===== src/rtl/booth_radix4_seq_multiplier.sv =====
// ----------------------------------------------------------------------------
// booth_radix4_seq_multiplier
//
// Sequential radix-4 Booth multiplier that retires one Booth digit per clock.
// Handles signed or unsigned operands and uses a start/busy/done handshake.
// Its result feeds the HI/LO product registers of the CPU datapath.
//
// Parameters:
//   WIDTH        operand width in bits (even, >= 4)
//
// Ports:
//   clock        system clock, rising-edge active
//   reset        synchronous active-high reset; aborts any operation
//   start        request a multiply (sampled only while idle)
//   signed_mode  1 = two's-complement operands, 0 = unsigned (sampled with start)
//   m            multiplicand (sampled with start)
//   q            multiplier (sampled with start)
//   busy         high from the accepted start through the done cycle
//   done         one-cycle pulse; out is valid in that cycle
//   out          2*WIDTH-bit product, held until the next accepted start
//
// Optional feature (compile-time macro):
//   BOOTH_EARLY_TERM_EN  finish as soon as every remaining Booth digit is zero
// ----------------------------------------------------------------------------
module booth_radix4_seq_multiplier #(
    parameter int unsigned WIDTH = 32
) (
    input  logic               clock,
    input  logic               reset,
    input  logic               start,
    input  logic               signed_mode,
    input  logic [WIDTH-1:0]   m,
    input  logic [WIDTH-1:0]   q,
    output logic               busy,
    output logic               done,
    output logic [2*WIDTH-1:0] out
);

    localparam int unsigned EW = WIDTH + 2;      // extended operand width
    localparam int unsigned QW = WIDTH + 3;      // multiplier register incl. appended bit
    localparam int unsigned AW = 2 * WIDTH + 4;  // accumulator width
    localparam int unsigned PW = 2 * WIDTH;      // product width
    localparam int unsigned N  = WIDTH / 2 + 1;  // Booth digits per operation
    localparam int unsigned CW = $clog2(N + 1);  // counter must also hold N

    typedef enum logic [1:0] {
        IDLE = 2'd0,
        RUN  = 2'd1,
        DONE = 2'd2
    } state_t;

    state_t        state;
    logic [EW-1:0] mcand;
    logic [QW-1:0] mplier;
    logic [AW-1:0] acc;
    logic [CW-1:0] count;

    logic [EW-1:0] m_ext_c;
    logic [EW-1:0] q_ext_c;
    logic [AW-1:0] m_wide_c;
    logic [AW-1:0] pp_c;
    logic [AW-1:0] pp_shift_c;
    logic          early_c;

    // Operand extension to WIDTH+2 bits so the unsigned worst case stays positive.
    always_comb begin
        m_ext_c = {2'b00, m};
        q_ext_c = {2'b00, q};
        if (signed_mode) begin
            m_ext_c = {{2{m[WIDTH-1]}}, m};
            q_ext_c = {{2{q[WIDTH-1]}}, q};
        end
    end

    // Booth recoding of the low three multiplier bits and partial-product alignment.
    always_comb begin
        m_wide_c = {{(AW - EW){mcand[EW-1]}}, mcand};
        pp_c     = '0;
        case (mplier[2:0])
            3'b001, 3'b010: pp_c = m_wide_c;
            3'b011:         pp_c = m_wide_c << 1;
            3'b100:         pp_c = -(m_wide_c << 1);
            3'b101, 3'b110: pp_c = -m_wide_c;
            default:        pp_c = '0;
        endcase
        pp_shift_c = pp_c << {count, 1'b0};
    end

    // Bits [QW-1:2] feed every digit after the current one; a uniform run of
    // 0s or 1s there recodes to all-zero digits, so nothing is left to add.
`ifdef BOOTH_EARLY_TERM_EN
    assign early_c = (&mplier[QW-1:2]) | ~(|mplier[QW-1:2]);
`else
    assign early_c = 1'b0;
`endif

    // Control FSM and datapath. A count of N marks the wrap-up cycle before DONE.
    always_ff @(posedge clock) begin
        if (reset) begin
            state  <= IDLE;
            busy   <= 1'b0;
            done   <= 1'b0;
            out    <= '0;
            acc    <= '0;
            count  <= '0;
            mcand  <= '0;
            mplier <= '0;
        end else begin
            case (state)
                IDLE: begin
                    done <= 1'b0;
                    if (start) begin
                        mcand  <= m_ext_c;
                        mplier <= {q_ext_c, 1'b0};
                        acc    <= '0;
                        count  <= '0;
                        busy   <= 1'b1;
                        state  <= RUN;
                    end
                end
                RUN: begin
                    if (count == CW'(N)) begin
                        out   <= acc[PW-1:0];
                        done  <= 1'b1;
                        state <= DONE;
                    end else begin
                        acc    <= acc + pp_shift_c;
                        // Arithmetic shift keeps the upper bits equal to the sign.
                        mplier <= {{2{mplier[QW-1]}}, mplier[QW-1:2]};
                        count  <= early_c ? CW'(N) : count + CW'(1);
                    end
                end
                DONE: begin
                    busy  <= 1'b0;
                    done  <= 1'b0;
                    state <= IDLE;
                end
                default: begin
                    busy  <= 1'b0;
                    done  <= 1'b0;
                    state <= IDLE;
                end
            endcase
        end
    end

endmodule

===== config.mk =====
export PLATFORM = sky130hd
export DESIGN_NAME = booth_radix4_seq_multiplier
export DESIGN_NICKNAME = d
export VERILOG_FILES = /design/src/rtl/booth_radix4_seq_multiplier.sv
export SDC_FILE = /design/constraint.sdc
export NUM_CORES = 1
export LEC_CHECK = 0
export ABC_AREA = 1
export BUFFER_PORTS_ARGS = -buffer_cell sky130_fd_sc_hd__buf_2
export CAP_MARGIN = 20
export CORE_MARGIN = 1.5
export CORE_UTILIZATION = 40
export DETAILED_ROUTE_END_ITERATION = 7
export GPL_TIMING_DRIVEN = 0
export SLEW_MARGIN = 15
export SYNTH_ARGS = -nofsm -noshare
export SYNTH_HDL_FRONTEND = slang
export SYNTH_SLANG_ARGS = --single-unit

===== constraint.sdc =====
create_clock -name clock -period 4.7 [get_ports clock]
set_clock_uncertainty 0.1 [all_clocks]
set_input_delay 0.705 -clock clock [delete_from_list [all_inputs] [get_ports clock]]
set_output_delay 0.705 -clock clock [all_outputs]
set_load 0.05 [all_outputs]

# Word level (Yosys, flattened, before mapping)
# Index checks and enable logic that the tools add are counted.
dict set report word_totals {
  mem_bits_ro 0
  reg_bits 210
  latchBits 0
  wordCells 54
  mem_count 0
  ram_bits 0
}
dict set report op_classes {
  muxes 17
  bitwise_logic 1
  addsub 4
  reduce_logical 11
  n_shift 1
  n_mul 0
  n_lt_le_gt_ge 0
  eq_ne 11
  div 0
}
# cell count
set op_table {}
lappend op_table {{$pmux 68 s4} 1}
lappend op_table {{$mux 68} 2}
lappend op_table {{$neg 68->68} 2}
lappend op_table {{$pmux 68 s2} 1}
lappend op_table {{$mux 34} 3}
lappend op_table {{$pmux 35 s2} 1}
lappend op_table {{$add 68x68->68} 1}
lappend op_table {{$shl 68x6->68} 1}
lappend op_table {{$mux 35} 1}
lappend op_table {{$mux 5} 2}
lappend op_table {{$pmux 5 s2} 1}
lappend op_table {{$eq 3x3->1 const B} 3}
lappend op_table {{$reduce_and 2->1} 4}
lappend op_table {{$eq 3x2->1 const B} 2}
lappend op_table {{$ne 2x2->1 const B} 3}
lappend op_table {{$reduce_and 3->1} 2}
lappend op_table {{$reduce_or 2->1} 3}
lappend op_table {{$add 5x1->5 const B} 1}
lappend op_table {{$eq 5x5->1 const B} 1}
lappend op_table {{$mux 2} 2}
lappend op_table {{$pmux 2 s2} 1}
lappend op_table {{$eq 3x1->1 const B} 1}
lappend op_table {{$eq 2x1->1 const B} 1}
lappend op_table {{$logic_not 2->1} 1}
lappend op_table {{4 further kinds} 4}

# Logic depth before layout (Yosys ltp)
dict set report logic_depth {
  depth_word 7
  ltp_mapped 36
  mapped_depth_nobuf 36
}

# Worst setup path after synthesis
# OpenSTA, ideal clock, no wires.
dict set report synth_timing {
  kind {register -> register}
  from {register mcand[0]}
  to {register acc[52]}
  synth_period_minus_slack_ns 3.820
  setup_ns 0.132
  path_stages_with_launch 35
  n_path_buf 0
  path_slack_ns 0.880
  t_arrival_ns 3.588
  cell_sequence {dfxtp_1 > inv_2 > ha_1 > nand2_2 > nor2_8 > nand2_4 > nor2_1 > nand2_1 > nand3_1 > nand3b_1 > mux2i_1 > nand2_1 > o21ai_1 > nand2_1 > o21ai_2 > nor2_1 > a21oi_2 > nor2_1 > ha_1 > nand2_1 > nor2_1 > inv_1 > nor2_1 > and3_1 > nand2_1 > nand3_1 > a21oi_1 > nor2_1 > nand2_1 > nand2_1 > nand2_1 > nand2_1 > a21oi_1 > o21ai_1 > a21oi_1}
}
dict set report synth_via {
  elab_chain_len 6
  word_cells_on_any_way 7
  cone_classes {3 x add/sub; 1 x shift; 3 x mux}
}
# item line
set synth_rtl {}
lappend synth_rtl {{start, declared} 53} ;# logic [EW-1:0] mcand;
lappend synth_rtl {{start signal, assigned} 113} ;# mcand <= m_ext_c;
lappend synth_rtl {{$neg 68->68 (on tied branches)} {83, 82}}
lappend synth_rtl {{$pmux 68 s4 (*)} 79} ;# case (mplier[2:0])
lappend synth_rtl {{$shl 68x6->68 (*)} 86} ;# pp_shift_c = pp_c << {count, 1'b0};
lappend synth_rtl {{$add 68x68->68 (*)} 127} ;# acc <= acc + pp_shift_c;
lappend synth_rtl {{$mux 68 (*)} 122} ;# if (count == CW'(N)) begin
lappend synth_rtl {{$pmux 68 s2 (*)} 109} ;# case (state)
lappend synth_rtl {{end signal, assigned} 127}
lappend synth_rtl {{end, declared} 55} ;# logic [AW-1:0] acc;
# Every way passes the cells marked *; elsewhere a longest branch is shown, timed or not. The select of a mux whose other input is x is not followed.
# A chain may end at the register's enable or synchronous reset.

# Final worst setup path
dict set report layout_timing {
  from {register mcand[7]}
  to {register acc[56]}
}
# The elaborated chain is that of the path after synthesis.

==> results.txt <==
The global route total overflow came out at 0. The clock transition at the registers of the reported paths came out at around 0.060 ns. In the routed design, unresolved DRC markers number 0. Signal routing reaches up to met4. The area of the multi-input gates is 12500 sq um. The number of DRC violations after detailed-routing iteration 0 came out at between 1500 and 2000. The delay contributed by the slowest stage of the critical path is between 0.3 and 0.4 ns.

The final reports fail on negative setup slack. Entering global routing, the biggest net connects 14 pins. In the synthesized netlist, the number of instances is around 2600.

The via count of the first global-routing pass was approximately 17000. No sink is reached through more buffers than the 3 on the longest clock path. The maximum fanout along the worst path came out at 6.

Global routing used between 30 and 40% of the available tracks. The area share of the largest cell type after synthesis is ~26%. For this run, the leading register cell type out of synthesis is sky130_fd_sc_hd__dfxtp_1.

In this run the number of H-tree levels came out at 1. The mean area per synthesized cell is roughly 6.2 sq um. Summed over all nets, wire length on met2 after detailed routing comes to ~30 mm. The synthesized netlist devotes between 20 and 25% of its cell area to compound gates.

By instance count, the leading cell after synthesis is sky130_fd_sc_hd__nand2_1. The ratio of routed vias to standard cells came out at 5.66. Sorting the synthesized cells by area gives the leading types as sky130_fd_sc_hd__dfxtp_1, sky130_fd_sc_hd__nand2_1, sky130_fd_sc_hd__a21oi_1, sky130_fd_sc_hd__nand3_1, sky130_fd_sc_hd__ha_1. In this run the count of I/O pins placed on the die edge is ~130. The post-layout minimum cycle time came out at between 4 and 5 ns.

In this run the power density over the cells is between 200 and 300 nW/um^2. The net count of the finished layout is a little under 3000. The netlist area before placement came out at around 16000 sq um. The root cell of the clock tree is sky130_fd_sc_hd__clkbuf_16. The kind of start point of the critical path is a flip-flop. The arrival time of data at the critical path endpoint came out at between 5 and 6 ns. The sequential-to-total area share from yosys stat came out at 25.8%.

The length of routed wiring on met1 came out at 33.3 mm. Summing all flip-flop and latch instances after layout gives between 4000 and 5000 sq um. The total nets after synthesis is roughly 2700. The number of sinks driven by the clock tree came out at between 200 and 250. The flip-flop and latch count after synthesis came out at 205. Dividing the detail-routed wire length by the instance count gives 21.3 um. The number of cells on the worst reg-to-reg path is 31. For this design, the CTS-stage hold fixing added 0 buffers.

STA classifies the critical path endpoint as a flip-flop. The slack of the worst reg-to-reg path came out at -0.07 ns. The effective utilization at floorplan is between 40% and 50%. The largest total area in the synthesized netlist belongs to sky130_fd_sc_hd__dfxtp_1. The maximum achievable frequency is about 210 MHz. Counting the fill cells in the layout gives between 3000 and 4000. The layout cell share with drive strength beyond 1 came out at about 28%. The startpoint-to-endpoint class of the critical path is reg2reg.

The min-delay analysis places its worst path in the category in2reg. Once routing completed, OpenROAD measured the worst setup slack at -0.0732 ns. The floorplan die width came out at just over 200 um. The fraction of synthesis flops using an asynchronous set or reset pin is 0%.

TritonCTS built the clock tree. The post-detailed-placement half-perimeter wirelength is 56.8 mm. The global-route wire length before repair is roughly 100 mm. The floorplan core area is between 30000 and 40000 sq um. On the critical path, the stage with the largest delay is an instance of sky130_fd_sc_hd__dfxtp_1.

In this run the critical register-to-register path is launched from mcand[7]. The worst register-to-register path ends at acc[56]. By count the netlist is led by sky130_fd_sc_hd__nand2_1, sky130_fd_sc_hd__a21oi_1, sky130_fd_sc_hd__nor2_1. The main combinational cell family by area after synthesis is simple AND/OR/NAND/NOR gates. Setup repair after global routing could not meet its margin everywhere. The transition at the pin with the smallest max-transition slack came out at 1.19 ns. For this block, the routed nets add up to 71.3 mm of wire. The max-cap check violation count came out at 0. The total count of max-transition violations in the final report came to 0. The largest vdd supply drop is 0.401 mV.

The via total after detailed routing came out at 19000. The number of clock buffers inserted by TritonCTS came out at 24. The die covers 40900 sq um. Buffers placed on the I/O ports in this run total roughly 130. The count of antenna-violating nets left after detailed routing is 0. The number of distinct library cells after synthesis came out at slightly above 60.

The worst path uses 102% of the clock period. The analysis attributes to cell leakage a power of between 8 and 9 nW. The final weighted congestion in routability-driven placement is 0.997.

The final hold violation count came to 0. Relative to the synthesized area, the layout overhead comes to 30.8%. The required time at the worst-slack endpoint is between 5 and 6 ns. The capture point of the critical path is acc[56]. The pre-antenna-repair detailed-routing pass consisted of 5 iterations. The number of enable flip-flop cells after synthesis is 0. The overall power came out at between 5 and 6 mW. The simple-gate portion of the synthesized area came out at a little over a third.

The critical path starts at mcand[7]. The clock reaches the later pin of the worst-skew pair after between 0.5 and 0.6 ns. The floorplan row count came out at 72. The synthesized-area fraction occupied by xor and xnor cells came out at less than 1%.

Summed over all nets, wire length on met3 after detailed routing comes to 6.91 mm. The worst slew slack as a fraction of its limit is between 20% and 30%. The count of endpoints failing setup in the final report came out at 1. The chip height is a little over 200 um. By instance count, the cell type seen most on the critical path is sky130_fd_sc_hd__nor2_4.

The number of antenna violations at the first check in global routing is 2. The pre-CTS setup slack came out at -0.775 ns. The post-synthesis adder-cell area fraction is 6.11%. The number of warnings printed during yosys synthesis came out at 0. The share of synthesized area spent on multiplexers came out at less than 1%. The flow ran to the end, but the final reports show violations.
==> critical path, delay by kind of cell, from the launching register on <==
family	cells	cell delay [ns]
compound gates	6	0.56
mux	1	0.30
buf+inv	4	0.41
simple gates	19	2.50
fa+ha+maj	1	0.34
flops	1	0.35
==> through the flow <==
stage,utilization [%],cell area [sq um],hold slack [ns],TNS (ns),std cells
after floorplan,-,15900,0.324,0,2580
after global placement,44.2,17200,0.340,-19.43,3231
after detailed placement,44.2,17200,0.350,-17.31,3232
after CTS,48.0,18700,0.231,-0.452,3293
after global routing,53.4,20800,0.261,-2.67,3355
final,53.4,20800,0.248,-0.0732,3356
==> layer usage <==
metal	global-route usage, %	up-vias
met2	48.4	757
met4	8.17	0
met3	8.71	93
met5	0	-
met1	47.7	8988
li1	-	9164
==> flip-flops by register name (all words and copies together) (netlist names) <==
| signal | flops |
|---|---|
| state | 2 |
| acc | 64 |
| done | 1 |
| mcand | 33 |
| count | 5 |
| out | 64 |
| mplier | 35 |
| busy | 1 |
==> area by class of cell <==
| cell class | instances | area share (%) |
|---|---|---|
| Multi-Input combinational cell | 2027 | 60.0 |
| Sequential cell | 205 | 19.8 |
| Timing Repair Buffer | 214 | 6.19 |
| Inverter | 225 | 4.10 |
| Clock buffer | 33 | 3.40 |
| Tap cell | 518 | 3.12 |
| Buffer | 123 | 2.72 |
| Clock inverter | 10 | 0.662 |
| Antenna cell | 1 | 0.0120 |
==> layout by cell type, fill, tap and decap left out, types with 25 or more instances in the layout <==
master,n
sky130_fd_sc_hd__a21oi_1,225
sky130_fd_sc_hd__a21oi_2,59
sky130_fd_sc_hd__a31oi_1,43
sky130_fd_sc_hd__buf_2,163
sky130_fd_sc_hd__buf_4,81
sky130_fd_sc_hd__clkbuf_1,79
sky130_fd_sc_hd__clkbuf_16,25
sky130_fd_sc_hd__dfxtp_1,197
sky130_fd_sc_hd__ha_1,46
sky130_fd_sc_hd__ha_4,25
sky130_fd_sc_hd__inv_1,185
sky130_fd_sc_hd__inv_2,31
sky130_fd_sc_hd__nand2_1,667
sky130_fd_sc_hd__nand2_2,46
sky130_fd_sc_hd__nand3_1,180
sky130_fd_sc_hd__nand3_2,31
sky130_fd_sc_hd__nand3b_1,25
sky130_fd_sc_hd__nor2_1,140
sky130_fd_sc_hd__nor2_2,63
sky130_fd_sc_hd__nor2_4,37
sky130_fd_sc_hd__o21ai_0,95
sky130_fd_sc_hd__o21ai_1,51
sky130_fd_sc_hd__o21ai_2,59
sky130_fd_sc_hd__o22ai_1,31
==> cell families after synthesis <==
family | count (synthesis)
compound gates | 653
flops | 205
simple gates | 1280
xor+xnor | 11
mux | 6
fa+ha+maj | 77
buf+inv | 348
==> power by group <==
part | internal [mW] | switching [mW] | leakage, nW
logic | 0.570 | 1.13 | 6.63
registers | 1.81 | 0.0738 | 1.67
clock network | 1.21 | 0.796 | 0.411
total | 3.59 | 2.01 | 8.71
==> timing repair <==
| item | CTS | global route |
|---|---|---|
| gates resized for setup | 119 | 412 |
| pin swaps | 29 | 119 |
| buffers inserted | 18 | 62 |
| endpoints found under the setup margin | 41 | 43 |
==> worst min-delay path by stage <==
stage / startpoint / end / slack (ns) / cells past startpoint
after CTS: m[6] / mcand[6] / 0.23 / 3
after global placement: state[1] / busy / 0.34 / 1
after global routing: m[14] / mcand[14] / 0.26 / 3
final: m[13] / mcand[13] / 0.25 / 3
after floorplan: state[1] / busy / 0.32 / 1
after detailed placement: out[22] / out[22] / 0.35 / 2
Note: power is estimated with default switching activity, not from simulation.
